==> src/rtl/rv32i_pkg.sv <==
// Shared rv32i definitions: load/store funct3 encodings, access sizes and
// the memory-stage state type.
package rv32i_pkg;

  localparam logic [2:0] F3_B  = 3'b000;
  localparam logic [2:0] F3_H  = 3'b001;
  localparam logic [2:0] F3_W  = 3'b010;
  localparam logic [2:0] F3_BU = 3'b100;
  localparam logic [2:0] F3_HU = 3'b101;

  typedef enum logic {
    IDLE   = 1'b0,
    ACCESS = 1'b1
  } mem_state_t;

  typedef enum logic [1:0] {
    SZ_B = 2'd0,
    SZ_H = 2'd1,
    SZ_W = 2'd2
  } mem_size_t;

  // Access size from funct3; encodings with no defined meaning act as word.
  function automatic mem_size_t size_of(input logic [2:0] f3);
    case (f3)
      F3_B, F3_BU: return SZ_B;
      F3_H, F3_HU: return SZ_H;
      default:     return SZ_W;
    endcase
  endfunction

endpackage

==> src/rtl/load_align.sv <==
// Load data alignment: picks the byte/half lane addressed by addr_lo out of
// the memory word and sign- or zero-extends it to 32 bits.
module load_align
  import rv32i_pkg::*;
(
  input  logic [31:0] rdata,
  input  logic [1:0]  addr_lo,
  input  logic [2:0]  funct3,
  output logic [31:0] result
);

  logic [7:0]  lane_b;
  logic [15:0] lane_h;

  // Lane select and extension; halfwords only look at addr_lo[1].
  always_comb begin
    lane_b = '0;
    lane_h = '0;
    result = rdata;
    case (addr_lo)
      2'd0:    lane_b = rdata[7:0];
      2'd1:    lane_b = rdata[15:8];
      2'd2:    lane_b = rdata[23:16];
      default: lane_b = rdata[31:24];
    endcase
    lane_h = addr_lo[1] ? rdata[31:16] : rdata[15:0];
    case (size_of(funct3))
      SZ_B:    result = {{24{lane_b[7] & (funct3 == F3_B)}}, lane_b};
      SZ_H:    result = {{16{lane_h[15] & (funct3 == F3_H)}}, lane_h};
      default: result = rdata;
    endcase
  end

endmodule

==> src/rtl/mem_stage.sv <==
// rv32i memory-access stage: req/ack handshake with data memory, byte
// enables, store lane replication, load alignment and a registered
// write-back result. Non-memory instructions pass through in one cycle.
// Optional macro MEM_STAGE_MISALIGN_TRAP_EN: misaligned H/W accesses are
// reported as errors without touching memory.
//
// state  | meaning
// IDLE   | ready for a new instruction; non-memory ops complete from here
// ACCESS | dmem_req held, waiting for dmem_ack or the ack timeout
module mem_stage
  import rv32i_pkg::*;
#(
  parameter int ACK_TIMEOUT = 255
) (
  input  logic        clk,
  input  logic        rst_n,
  input  logic        in_valid,
  output logic        in_ready,
  input  logic        is_load,
  input  logic        is_store,
  input  logic [2:0]  funct3,
  input  logic [31:0] alu_result,
  input  logic [31:0] store_data,
  input  logic [4:0]  rd,
  input  logic        reg_we,
  output logic        wb_valid,
  output logic [4:0]  wb_rd,
  output logic        wb_we,
  output logic [31:0] wb_data,
  output logic        err,
  output logic        dmem_req,
  output logic        dmem_we,
  output logic [31:0] dmem_addr,
  output logic [3:0]  dmem_be,
  output logic [31:0] dmem_wdata,
  input  logic        dmem_ack,
  input  logic [31:0] dmem_rdata
);

  // Last counter value before the access is abandoned.
  localparam logic [15:0] CNT_LAST = 16'(ACK_TIMEOUT - 1);

  mem_state_t  state;
  logic [15:0] cnt;
  logic [1:0]  addr_lo_q;
  logic [2:0]  f3_q;
  logic [4:0]  rd_q;
  logic        we_q;

  logic        is_mem;
  logic        misaligned;
  logic [3:0]  be_in;
  logic [31:0] wdata_in;
  logic [31:0] load_word;

  assign in_ready = (state == IDLE);
  assign is_mem   = is_load | is_store;

  load_align u_load_align (
    .rdata   (dmem_rdata),
    .addr_lo (addr_lo_q),
    .funct3  (f3_q),
    .result  (load_word)
  );

  // Byte enables, replicated store data and misalignment for the incoming op.
  always_comb begin
    be_in      = 4'b1111;
    wdata_in   = store_data;
    misaligned = 1'b0;
    case (size_of(funct3))
      SZ_B: begin
        be_in    = 4'b0001 << alu_result[1:0];
        wdata_in = {4{store_data[7:0]}};
      end
      SZ_H: begin
        be_in    = 4'b0011 << {alu_result[1], 1'b0};
        wdata_in = {2{store_data[15:0]}};
      end
      default: begin
        be_in    = 4'b1111;
        wdata_in = store_data;
      end
    endcase
`ifdef MEM_STAGE_MISALIGN_TRAP_EN
    case (size_of(funct3))
      SZ_H:    misaligned = alu_result[0];
      SZ_W:    misaligned = (alu_result[1:0] != 2'b00);
      default: misaligned = 1'b0;
    endcase
`endif
  end

  // Stage FSM with registered memory and write-back outputs.
  always_ff @(posedge clk or negedge rst_n) begin
    if (!rst_n) begin
      state      <= IDLE;
      cnt        <= '0;
      addr_lo_q  <= '0;
      f3_q       <= '0;
      rd_q       <= '0;
      we_q       <= 1'b0;
      wb_valid   <= 1'b0;
      wb_rd      <= '0;
      wb_we      <= 1'b0;
      wb_data    <= '0;
      err        <= 1'b0;
      dmem_req   <= 1'b0;
      dmem_we    <= 1'b0;
      dmem_addr  <= '0;
      dmem_be    <= '0;
      dmem_wdata <= '0;
    end else begin
      wb_valid <= 1'b0;
      err      <= 1'b0;
      case (state)
        IDLE: begin
          if (in_valid) begin
            if (!is_mem) begin
              wb_valid <= 1'b1;
              wb_rd    <= rd;
              wb_we    <= reg_we;
              wb_data  <= alu_result;
            end else if (misaligned) begin
              wb_valid <= 1'b1;
              err      <= 1'b1;
              wb_rd    <= rd;
              wb_we    <= 1'b0;
              wb_data  <= '0;
            end else begin
              state      <= ACCESS;
              cnt        <= '0;
              dmem_req   <= 1'b1;
              dmem_we    <= ~is_load;
              dmem_addr  <= {alu_result[31:2], 2'b00};
              dmem_be    <= be_in;
              dmem_wdata <= is_load ? 32'd0 : wdata_in;
              addr_lo_q  <= alu_result[1:0];
              f3_q       <= funct3;
              rd_q       <= rd;
              we_q       <= reg_we & is_load;
            end
          end
        end
        ACCESS: begin
          if (dmem_ack) begin
            // An ack on the final timeout cycle still completes normally.
            state    <= IDLE;
            dmem_req <= 1'b0;
            wb_valid <= 1'b1;
            wb_rd    <= rd_q;
            wb_we    <= we_q;
            wb_data  <= dmem_we ? 32'd0 : load_word;
          end else if (cnt == CNT_LAST) begin
            state    <= IDLE;
            dmem_req <= 1'b0;
            wb_valid <= 1'b1;
            err      <= 1'b1;
            wb_rd    <= rd_q;
            wb_we    <= 1'b0;
            wb_data  <= '0;
          end else begin
            cnt <= cnt + 16'd1;
          end
        end
        default: state <= IDLE;
      endcase
    end
  end

endmodule

==> config.mk <==
export PLATFORM = sky130hd
export DESIGN_NAME = mem_stage
export DESIGN_NICKNAME = d
export VERILOG_FILES = /design/src/rtl/rv32i_pkg.sv /design/src/rtl/load_align.sv /design/src/rtl/mem_stage.sv
export SDC_FILE = /design/constraint.sdc
export NUM_CORES = 1
export LEC_CHECK = 0
export CORE_MARGIN = 2
export CORE_UTILIZATION = 46
export CTS_CLUSTER_DIAMETER = 200
export DETAILED_ROUTE_END_ITERATION = 12
export PLACE_DENSITY = 0.8
export SLEW_MARGIN = 20
export SYNTH_ARGS = -nofsm -noshare
export SYNTH_HDL_FRONTEND = slang
export SYNTH_SLANG_ARGS = --single-unit
export TNS_END_PERCENT = 20
==> constraint.sdc <==
create_clock -name clk -period 2 [get_ports clk]
set_input_delay 0.3 -clock clk [delete_from_list [all_inputs] [get_ports clk]]
set_output_delay 0.3 -clock clk [all_outputs]
set_load 0.05 [all_outputs]
==> key figures, run 1 <==
Placed design
  – Dpl cells: 1131
  – Port buffer count: 219
  – DP HPWL: 15.32 mm
  – RD Place Congestion: 0.9604

Floorplanning
  – Core area: 0.01437 mm^2
  – Initial Utilization: 46.67%
  – Floorplan row count: 44
  – Top Ports: 222
  – Die width: 124.7 um
  – Die area: 0.01556 mm^2
  – Die height: 124.7 um

Yosys
  – FF+latch count, synth: 136
  – Cells after Synth: 729
  – Mapped Area: 0.006706 mm^2
  – Yosys Warn Count: 0
  – Ys async rst share: 100.0%
  – Yosys cell types: 54
  – Post-synth EDFFs: 0
  – Post-Syn Area per Cell: 9.199 um^2
  – Most used DFF post-synth: dfrtp_1
  – Register area share after synthesis: 50.75%

Timing
  – WHS: 0.3623 ns
  – Slew Limit Fails: 0
  – Fin Clk Skew: 0.006559 ns
  – Rel. slew slack: 62.60%
  – Unrepaired setup endpoints after global routing: no
  – Peak Freq: 511.5 MHz
  – Final min period: 1.955 ns
  – Final-report hold violation count: 0
  – Least-Margin Pin Slew: 0.5609 ns
  – # setup viols final: 0
  – Fin crit share: 97.75%

Worst setup path
  – Reg-to-reg startpoint: addr_lo_q[1]
  – CP Capture Type: output pin
  – Worst Path Buf+Inv: 1
  – Setup CP Type: reg2out
  – Timing endpoint of the critical path: dmem_addr[31]
  – Crit. Startpoint: dmem_addr[31]
  – Worst Reg-to-Reg Cells: 5
  – Reg2Reg Setup Slack: 0.11 ns
  – Crit-path leading delay family: buffers and inverters
  – Cell depth of the worst setup path: 1
  – Critical Path Slowest Stage Cell: clkdlybuf4s50_1
  – Critical Path AT: 1.65 ns
  – FF-to-FF End: wb_data[29]
  – Worst setup SP type: flop
  – Critical Path RT: 1.70 ns
  – Crit Path Max Fanout: 2
  – CP Cell Sequence: clkdlybuf4s50_1
  – Critical path's largest stage delay: 0.83 ns

Clock tree
  – Clk buf depth: 2
  – Reg clk slew, reported paths: 0.06 ns
  – CTS tree: yes
  – Clk sinks: 136
  – CTS Root Cell: clkbuf_16
  – Clock latency on the worst-skew pair: 0.42 ns
  – Inserted Clock Buffers: 17
  – H-tree levels: 4

Finish
  – Multi-input logic area: 0.003117 mm^2
  – # fillers: 1107
  – Layout cells sized above 1: 10.91%
  – Area Overhead vs Synth: 48.81%
  – Reg area: 0.003405 mm^2
  – Ant diodes: 0
  – Nets: 1081
  – Finished Layout Cells: 1165
  – Fin util: 69.45%

Global routing
  – Tot GR Track Use: 27.71%
  – First-pass GRT wire length: 34.20 mm
  – Grt ovf: 0
  – Vias in the first global route: 6430
  – Largest net degree at the start of global routing: 60
  – Initial antenna violation count: 0

Worst hold path
  – Hold/Removal Path Class: in2async

Power and ir drop
  – Peak VDD IR: 0.6489 mV
  – Power Dens Cells: 1180 mW/mm^2
  – Pleak: 4.428 nW

Detailed routing
  – Drt pass-1 iters: 7
  – Post-route DRC: 0
  – DRC marker count from the first detailed-route iteration: 525
  – Detailed-route wire length per cell: 18.31 um
  – Vias per inst: 5.621
  – Antenna-violating nets left: 0
  – Routed wire length: 21.33 mm
  – DR vias: 6549

Run status
  – Status: complete, no violations

Flow run
  – Max Cap Violations: 0
==> cell usage in the layout (no fill, tap or decap), drive strengths merged, types with 9 or more instances in the layout <==
| cell type | n |
|---|---|
| clkbuf | 17 |
| clkinv | 9 |
| a211o | 11 |
| nor2 | 44 |
| nand2 | 194 |
| mux2i | 31 |
| buf | 54 |
| a21oi | 31 |
| o31ai | 10 |
| o21ai | 40 |
| nand3 | 14 |
| o22ai | 12 |
| dfrtp | 136 |
| o211ai | 30 |
| clkdlybuf4s50 | 214 |
| a2bb2oi | 20 |
==> sequential cells by signal, indices dropped and copies added, names as in the netlist <==
| signal | cells |
|---|---|
| addr_lo_q | 2 |
| cnt | 16 |
| dmem_addr | 30 |
| dmem_be | 4 |
| dmem_req | 1 |
| dmem_wdata | 32 |
| dmem_we | 1 |
| err | 1 |
| f3_q | 3 |
| rd_q | 5 |
| state | 1 |
| wb_data | 32 |
| wb_rd | 5 |
| wb_valid | 1 |
| wb_we | 1 |
| we_q | 1 |
==> per-stage QoR <==
step                      instance area [um^2]  total power (W)  setup WS, ns  TNS, ns
after floorplan                           6710         0.006799        0.2683        0
after global placement                    9353         0.008661       -0.1518   -1.537
after detailed placement                  9353         0.008730       -0.1608   -2.188
after CTS                                 9947          0.01182      0.005256        0
after global routing                      9980          0.01230      0.004348        0
final                                     9980          0.01178       0.04505        0
==> area by class of cell <==
cell class	instances	share of cell area, %
well taps	184	2.307
inverters	6	0.2257
repair buffers	269	26.29
flip-flops and latches	136	34.11
clock buffers	17	4.263
clock inverters	15	1.567
multi-input cells	538	31.23
==> power breakdown <==
part / leakage [nW] / internal (W) / total (W) / switching (W)
Clock: 0.271 / 0.00183 / 0.00304 / 0.00121
Combinational: 2.45 / 0.00179 / 0.00497 / 0.00317
Sequential: 1.71 / 0.00335 / 0.00377 / 0.000424
==> synth_stat cells (all sizes together), types with 3 or more instances <==
| library cell | n | share of area, % |
|---|---|---|
| a21oi | 31 | 2.4 |
| nor3 | 8 | 0.60 |
| o21a | 6 | 0.67 |
| inv | 5 | 0.28 |
| a31oi | 3 | 0.28 |
| nor2 | 44 | 2.5 |
| a221oi | 6 | 0.78 |
| nor2b | 5 | 0.47 |
| dfrtp | 136 | 51 |
| and3 | 7 | 0.65 |
| o22ai | 12 | 1.1 |
| nand3 | 13 | 1.0 |
| o21ai | 40 | 3.0 |
| nand4 | 5 | 0.47 |
| xnor2 | 5 | 0.65 |
| mux2i | 31 | 4.6 |
| nand2b | 7 | 0.69 |
| a211o | 11 | 1.4 |
| clkbuf | 35 | 2.0 |
| nand3b | 8 | 0.90 |
| nand2 | 194 | 11 |
| a2bb2oi | 20 | 2.6 |
| buf | 16 | 1.3 |
| o211ai | 30 | 3.4 |
| o31ai | 10 | 1.1 |
| mux2 | 8 | 1.3 |
| xor2 | 4 | 0.52 |
| or3 | 4 | 0.37 |
| o311ai | 5 | 0.65 |
==> metal layers <==
metal | global-route usage [%] | up-vias | wire, um
li1 | - | 3057 | -
met1 | 38.45 | 3124 | 9265
met4 | 11.50 | 0 | 661
met3 | 6.357 | 50 | 1577
met2 | 42.08 | 318 | 9825
met5 | 0 | - | 0
==> how the worst min path moves through the flow <==
stage | depth (start not counted) | from | end | slack [ns]
after floorplan | 0 | rst_n | addr_lo_q[0] | 0.004
after global placement | 1 | rst_n | wb_data[18] | 0.25
after detailed placement | 1 | rst_n | wb_data[18] | 0.25
after CTS | 2 | rst_n | wb_data[18] | 0.37
after global routing | 2 | rst_n | wb_data[18] | 0.39
final | 2 | rst_n | wb_data[18] | 0.36
==> what timing repair did <==
item,4_1_cts,5_1_grt
hold endpoints to repair,40,0
setup buffers,0,0
hold buffers,1,0
pin swaps,0,1
gates cloned,0,1
endpoints found under the setup margin,1,45
gates resized for setup,1,6
==> cells by family (layout without fill, tap and decap cells) <==
family                     count (synthesis)  count (layout)  share of synthesized area (%)
and+or+nand+nor                          303             304                          19.44
AOI/OAI and AO/OA                        181             181                          18.28
xor gates and xnor gates                   9               9                          1.175
other                                      1               2                        0.05592
DFF                                      136             136                          50.75
buffers and inverters                     57             307                          3.619
adders and majority gates                  2               2                         0.3731
muxes                                     40              40                          6.306
Note: power is estimated with default switching activity, not from simulation.
==> inputs of run 2 (changes only) <==
CORE_UTILIZATION = 45   (was 46)
PLACE_DENSITY = 0.88   (was 0.8)
==> key figures, run 2 (same netlist as run 1, synthesis figures left out) <==
Worst setup path
  – Crit-path leading delay family: buffers and inverters (unchanged)
  – Setup CP Type: reg2out (unchanged)
  – Crit Path Max Fanout: 3 (was 2)
  – Critical Path Slowest Stage Cell: clkdlybuf4s50_1 (unchanged)
  – Worst Path Buf+Inv: 1 (unchanged)
  – CP Capture Type: output pin (unchanged)
  – Critical path's largest stage delay: 0.85 ns (was 0.83 ns)
  – Critical Path AT: 1.67 ns (was 1.65 ns)
  – Cell depth of the worst setup path: 1 (unchanged)
  – Critical Path RT: 1.70 ns (about the same)
  – CP Cell Sequence: clkdlybuf4s50_1 (unchanged)
  – Worst setup SP type: flop (unchanged)
  – Worst Reg-to-Reg Cells: 7 (was 5)

Timing
  – Slew Limit Fails: 0 (unchanged)
  – Unrepaired setup endpoints after global routing: no (unchanged)
  – WHS: 0.4197 ns (was 0.3623 ns)
  – Final-report hold violation count: 0 (unchanged)
  – Least-Margin Pin Slew: 0.6401 ns (was 0.5609 ns)
  – Peak Freq: 507.2 MHz (was 511.5 MHz)
  – Fin crit share: 98.58% (was 97.75%)
  – Rel. slew slack: 57.00% (was 62.60%)
  – Setup ws final: 0.02847 ns (was 0.04505 ns)
  – # setup viols final: 0 (unchanged)
  – Fin Clk Skew: 0.009580 ns (was 0.006559 ns)
  – Final min period: 1.972 ns (was 1.955 ns)

Finish
  – Nets: 1076 (was 1081)
  – Ant diodes: 0 (unchanged)
  – Largest regs: dmem_wdata x32, wb_data x32, dmem_addr x30 (unchanged)
  – Most frequent cells in the layout: 215 x clkdlybuf4s50_1, 194 x nand2_1, 135 x dfrtp_1 (was 214 x clkdlybuf4s50_1, 194 x nand2_1, 135 x dfrtp_1)
  – Most common cell after layout, fill and taps aside: clkdlybuf4s50_1 (unchanged)
  – Area Overhead vs Synth: 48.94% (was 48.81%)
  – Design area: 0.009988 mm^2 (was 0.009980 mm^2)
  – Layout cells sized above 1: 9.939% (was 10.91%)

Floorplanning
  – Die width: 126.1 um (was 124.7 um)
  – Top Ports: 222 (unchanged)
  – Die height: 126.1 um (was 124.7 um)
  – Initial Utilization: 46.14% (was 46.67%)
  – Core area: 0.01453 mm^2 (was 0.01437 mm^2)
  – Floorplan row count: 44 (unchanged)
  – Die area: 0.01590 mm^2 (was 0.01556 mm^2)

Worst hold path
  – Hold/Removal Path Class: in2async (unchanged)

Detailed routing
  – DRC marker count from the first detailed-route iteration: 594 (was 525)
  – DR vias: 6590 (was 6549)
  – Drt pass-1 iters: 5 (was 7)
  – Antenna-violating nets left: 0 (unchanged)
  – Vias per inst: 5.681 (was 5.621)
  – Detailed-route wire length per cell: 18.20 um (was 18.31 um)
  – Post-route DRC: 0 (unchanged)
  – Routed wire length: 21.11 mm (was 21.33 mm)

Flow run
  – Max Cap Violations: 0 (unchanged)

Placed design
  – DP HPWL: 15.26 mm (was 15.32 mm)
  – Place WS: -0.1278 ns (was -0.1608 ns)
  – RD Place Congestion: 0.9642 (was 0.9604)
  – Port buffer count: 219 (unchanged)
  – Cell Area, Placed: 0.009355 mm^2 (was 0.009353 mm^2)

Global routing
  – Initial antenna violation count: 0 (unchanged)
  – Vias in the first global route: 6441 (was 6430)
  – Grt ovf: 0 (unchanged)
  – Tot GR Track Use: 26.56% (was 27.71%)
  – First-pass GRT wire length: 33.58 mm (was 34.20 mm)
  – Largest net degree at the start of global routing: 57 (was 60)

Clock tree
  – H-tree levels: 4 (unchanged)
  – Clock latency on the worst-skew pair: 0.43 ns (was 0.42 ns)
  – Reg clk slew, reported paths: 0.06 ns (about the same)
  – Inserted Clock Buffers: 17 (unchanged)
  – CTS tree: yes (unchanged)
  – Post CTS Setup Buffer Count: 0 (unchanged)
  – Clk sinks: 136 (unchanged)
  – CTS Root Cell: clkbuf_16 (unchanged)
  – Clk buf depth: 2 (unchanged)

Power and ir drop
  – Power Dens Cells: 1192 mW/mm^2 (was 1180 mW/mm^2)
  – Peak VDD IR: 0.7420 mV (was 0.6489 mV)
  – Pleak: 4.439 nW (was 4.428 nW)

Run status
  – Status: complete, no violations (unchanged)
## run 2: cell types whose count changed in the layout (fill, tap and decap cells not counted), moves of 2 or more
cell / change
buf_4: -9
buf_12: +3
clkinvlp_4: -3
clkbuf_1: +2
clkinv_2: +2
clkinv_4: -2
## run 2: what timing repair did
action / CTS / global route
gates cloned: 0 / 1
hold endpoints to repair: 53 / 0
resized for setup: 1 / 3
pin swaps: 0 / 1
hold buffers: 1 / 0
endpoints found under the setup margin: 1 / 20
## run 2: report_power, final
| part | internal [W] | total (W) | leakage [nW] | switching [W] |
|---|---|---|---|---|
| registers | 0.00335 | 0.00377 | 1.71 | 0.000425 |
| logic | 0.00179 | 0.00495 | 2.44 | 0.00316 |
| clock network | 0.00199 | 0.00318 | 0.290 | 0.00119 |
## run 2: area by class of cell
type / instances / area (um^2)
fillers: 1071 / 4546
flip-flops and latches: 136 / 3405
multi-input cells: 538 / 3105
repair buffers: 264 / 2626
clock buffers: 20 / 446.7
well taps: 184 / 230.2
clock inverters: 12 / 151.4
inverters: 6 / 23.77
## run 2: per-stage QoR
stage	setup TNS [ns]	total power (W)	std cells	utilization, %
6_report	0	0.01190	1160	68.72
5_1_grt	0	0.01240	1160	68.72
4_1_cts	0	0.01194	1159	68.56
3_5_place_dp	-2.081	0.008723	1126	64.37
3_3_place_gp	-1.152	0.008642	1126	64.37
2_1_floorplan	0	0.006799	730	-
## run 2: worst paths after layout
kind | startpoint | end | slack (ns)
hold / removal | rst_n | dmem_addr[20] | 0.42
setup reg to reg | cnt[1] | wb_data[11] | 0.12
setup / recovery | wb_data[1] | wb_data[1] | 0.03
min in group clk | funct3[2] | f3_q[2] | 0.43
hold reg to reg | dmem_addr[26] | dmem_addr[26] | 0.47
max in group asynchronous | rst_n | state | 0.93
## run 2: metal layers
| metal | up-vias | GRT usage [%] | part of all wire (%) |
|---|---|---|---|
| met1 | 3114 | 34.97 | 40 |
| met3 | 79 | 8.241 | 9.2 |
| met2 | 356 | 40.99 | 47 |
| met4 | 0 | 10.92 | 3.6 |
| met5 | - | 0 | 0 |
| li1 | 3041 | - | - |
==> inputs of run 3 (changes only) <==
CORE_MARGIN = 5   (was 2)
==> key figures, run 3 (same netlist as run 1, synthesis figures left out) <==
Clock tree
  – Clock latency on the worst-skew pair: 0.42 ns (was 0.43 ns)
  – CTS tree: yes (unchanged)
  – Reg clk slew, reported paths: 0.06 ns (about the same)
  – Inserted Clock Buffers: 17 (unchanged)
  – H-tree levels: 4 (unchanged)
  – Clk buf depth: 2 (unchanged)
  – CTS Root Cell: clkbuf_16 (unchanged)
  – Clk sinks: 136 (unchanged)

Placed design
  – DP HPWL: 16.23 mm (was 15.26 mm)
  – RD Place Congestion: 0.9247 (was 0.9642)
  – Port buffer count: 219 (unchanged)
  – Cell Area, Placed: 0.009308 mm^2 (was 0.009355 mm^2)

Detailed routing
  – Highest metal used: met4 (unchanged)
  – DR WL met3: 2.209 mm (was 1.945 mm)
  – DR vias: 6571 (was 6590)
  – Post-route DRC: 0 (unchanged)
  – Routed wire length: 22.28 mm (was 21.11 mm)
  – Antenna-violating nets left: 0 (unchanged)
  – Metal-1 WL: 8.893 mm (was 8.545 mm)
  – DRC marker count from the first detailed-route iteration: 546 (was 594)
  – Detailed-route wire length per cell: 19.21 um (was 18.20 um)
  – Met2 WL: 10.37 mm (was 9.869 mm)
  – Vias per inst: 5.665 (was 5.681)
  – Drt pass-1 iters: 5 (unchanged)

Timing
  – Final-report hold violation count: 0 (unchanged)
  – WHS: 0.3877 ns (was 0.4197 ns)
  – Fin Clk Skew: 0.01325 ns (was 0.009580 ns)
  – Unrepaired setup endpoints after global routing: no (unchanged)
  – Slew Limit Fails: 0 (unchanged)
  – # setup viols final: 0 (unchanged)
  – Final min period: 1.963 ns (was 1.972 ns)
  – Peak Freq: 509.3 MHz (was 507.2 MHz)
  – Fin crit share: 98.17% (was 98.58%)
  – Rel. slew slack: 62.29% (was 57.00%)
  – Least-Margin Pin Slew: 0.5639 ns (was 0.6401 ns)

Floorplanning
  – Top Ports: 222 (unchanged)
  – Core area: 0.01459 mm^2 (was 0.01453 mm^2)
  – Die width: 132.1 um (was 126.1 um)
  – Die area: 0.01745 mm^2 (was 0.01590 mm^2)
  – Initial Utilization: 45.97% (was 46.14%)
  – Die height: 132.1 um (was 126.1 um)
  – Floorplan row count: 44 (unchanged)

Worst setup path
  – Critical Path AT: 1.66 ns (was 1.67 ns)
  – CP Cell Sequence: clkdlybuf4s50_1 (unchanged)
  – Worst setup SP type: flop (unchanged)
  – Crit Path Max Fanout: 3 (unchanged)
  – Setup CP Type: reg2out (unchanged)
  – Crit. Startpoint: wb_data[2] (was wb_data[1])
  – Worst Path Buf+Inv: 1 (unchanged)
  – Critical path's largest stage delay: 0.84 ns (was 0.85 ns)
  – Critical Path RT: 1.70 ns (about the same)
  – CP Capture Type: output pin (unchanged)
  – Crit-path leading delay family: buffers and inverters (unchanged)
  – Reg2Reg Setup Slack: 0.09 ns (was 0.12 ns)
  – Critical Path Slowest Stage Cell: clkdlybuf4s50_1 (unchanged)
  – Reg-to-reg startpoint: addr_lo_q[1] (was cnt[1])

Power and ir drop
  – Combinational share of power: 42.5% (was 41.6%)
  – Pleak: 4.412 nW (was 4.439 nW)
  – Clk pwr share: 25.4% (was 26.7%)
  – Overall Power: 0.01177 W (was 0.01190 W)
  – Peak VDD IR: 0.7174 mV (was 0.7420 mV)
  – Sw Pwr: 0.004765 W (was 0.004779 W)
  – Sequential power share: 32.0% (was 31.7%)
  – Sw Share: 40.50% (was 40.15%)
  – Power Dens Cells: 1186 mW/mm^2 (was 1192 mW/mm^2)
  – Internal Dissipation: 0.007001 W (was 0.007124 W)

Finish
  – Most common cell after layout, fill and taps aside: clkdlybuf4s50_1 (unchanged)
  – Design area: 0.009920 mm^2 (was 0.009988 mm^2)
  – Largest regs: dmem_wdata x32, wb_data x32, dmem_addr x30 (unchanged)
  – Layout cells sized above 1: 9.538% (was 9.939%)
  – Nets: 1075 (was 1076)
  – Area Overhead vs Synth: 47.91% (was 48.94%)
  – Most frequent cells in the layout: 214 x clkdlybuf4s50_1, 194 x nand2_1, 136 x dfrtp_1 (was 215 x clkdlybuf4s50_1, 194 x nand2_1, 135 x dfrtp_1)

Global routing
  – First-pass GRT wire length: 34.94 mm (was 33.58 mm)
  – Largest net degree at the start of global routing: 51 (was 57)
  – Tot GR Track Use: 24.96% (was 26.56%)
  – Grt ovf: 0 (unchanged)
  – Vias in the first global route: 6605 (was 6441)
  – Initial antenna violation count: 1 (was 0)

Flow run
  – Max Cap Violations: 0 (unchanged)

Worst hold path
  – Hold/Removal Path Class: in2async (unchanged)

Run status
  – Status: complete, no violations (unchanged)
## run 3: cell count changes in the layout (fill, tap and decap cells not counted), moves of 2 or more
| cell | previous run | this run |
|---|---|---|
| clkinvlp_4 | 2 | 0 |
| buf_4 | 39 | 41 |
| clkbuf_1 | 2 | 6 |
| buf_12 | 8 | 5 |
## run 3: worst paths after layout
path / depth (start not counted) / endpoint
max in group asynchronous: 3 / cnt[1]
max reg2reg: 5 / wb_data[29]
min in group clk: 3 / f3_q[2]
max: 1 / wb_data[2]
min: 2 / dmem_addr[19]
min reg2reg: 2 / dmem_wdata[1]
## run 3: layout make-up
type,count,area [um^2]
clock inverters,8,97.59
fillers,1111,4669
inverters,6,23.77
multi-input cells,538,3118
diodes,1,2.502
well taps,184,230.2
flip-flops and latches,136,3403
repair buffers,263,2582
clock buffers,24,461.7
## run 3: routing by layer
metal	vias up	global-route usage, %
met4	0	12.11
met2	348	38.99
met3	57	8.321
met5	-	0
li1	3039	-
met1	3127	31.15
## run 3: what timing repair did
item                                    CTS  global route
hold buffers                              1             0
resized for setup                         1             5
endpoints found under the hold margin    44             0
endpoints found under the setup margin    1            33
pin swaps                                 0             1
gates cloned                              0             1
buffers inserted                          0             0
## run 3: stage by stage
step / TNS (ns) / std cells / worst slack (ns) / util [%]
CTS: 0 / 1158 / 0.01995 / 67.71
global placement: -1.528 / 1125 / -0.1384 / 63.80
detailed placement: -3.730 / 1125 / -0.2620 / 63.80
floorplan: 0 / 730 / 0.2683 / -
finish: 0 / 1160 / 0.03652 / 67.99
global route: 0 / 1160 / 0.009176 / 67.99
## run 3: power by group through the flow
stage / logic, W / registers, W / clock network (W)
global route: 0.00525 / 0.00384 / 0.00315
floorplan: 0.00121 / 0.00559 / 0
global placement: 0.00489 / 0.00377 / 0
detailed placement: 0.00498 / 0.00379 / 0
CTS: 0.00499 / 0.00376 / 0.00304
finish: 0.00500 / 0.00377 / 0.00299
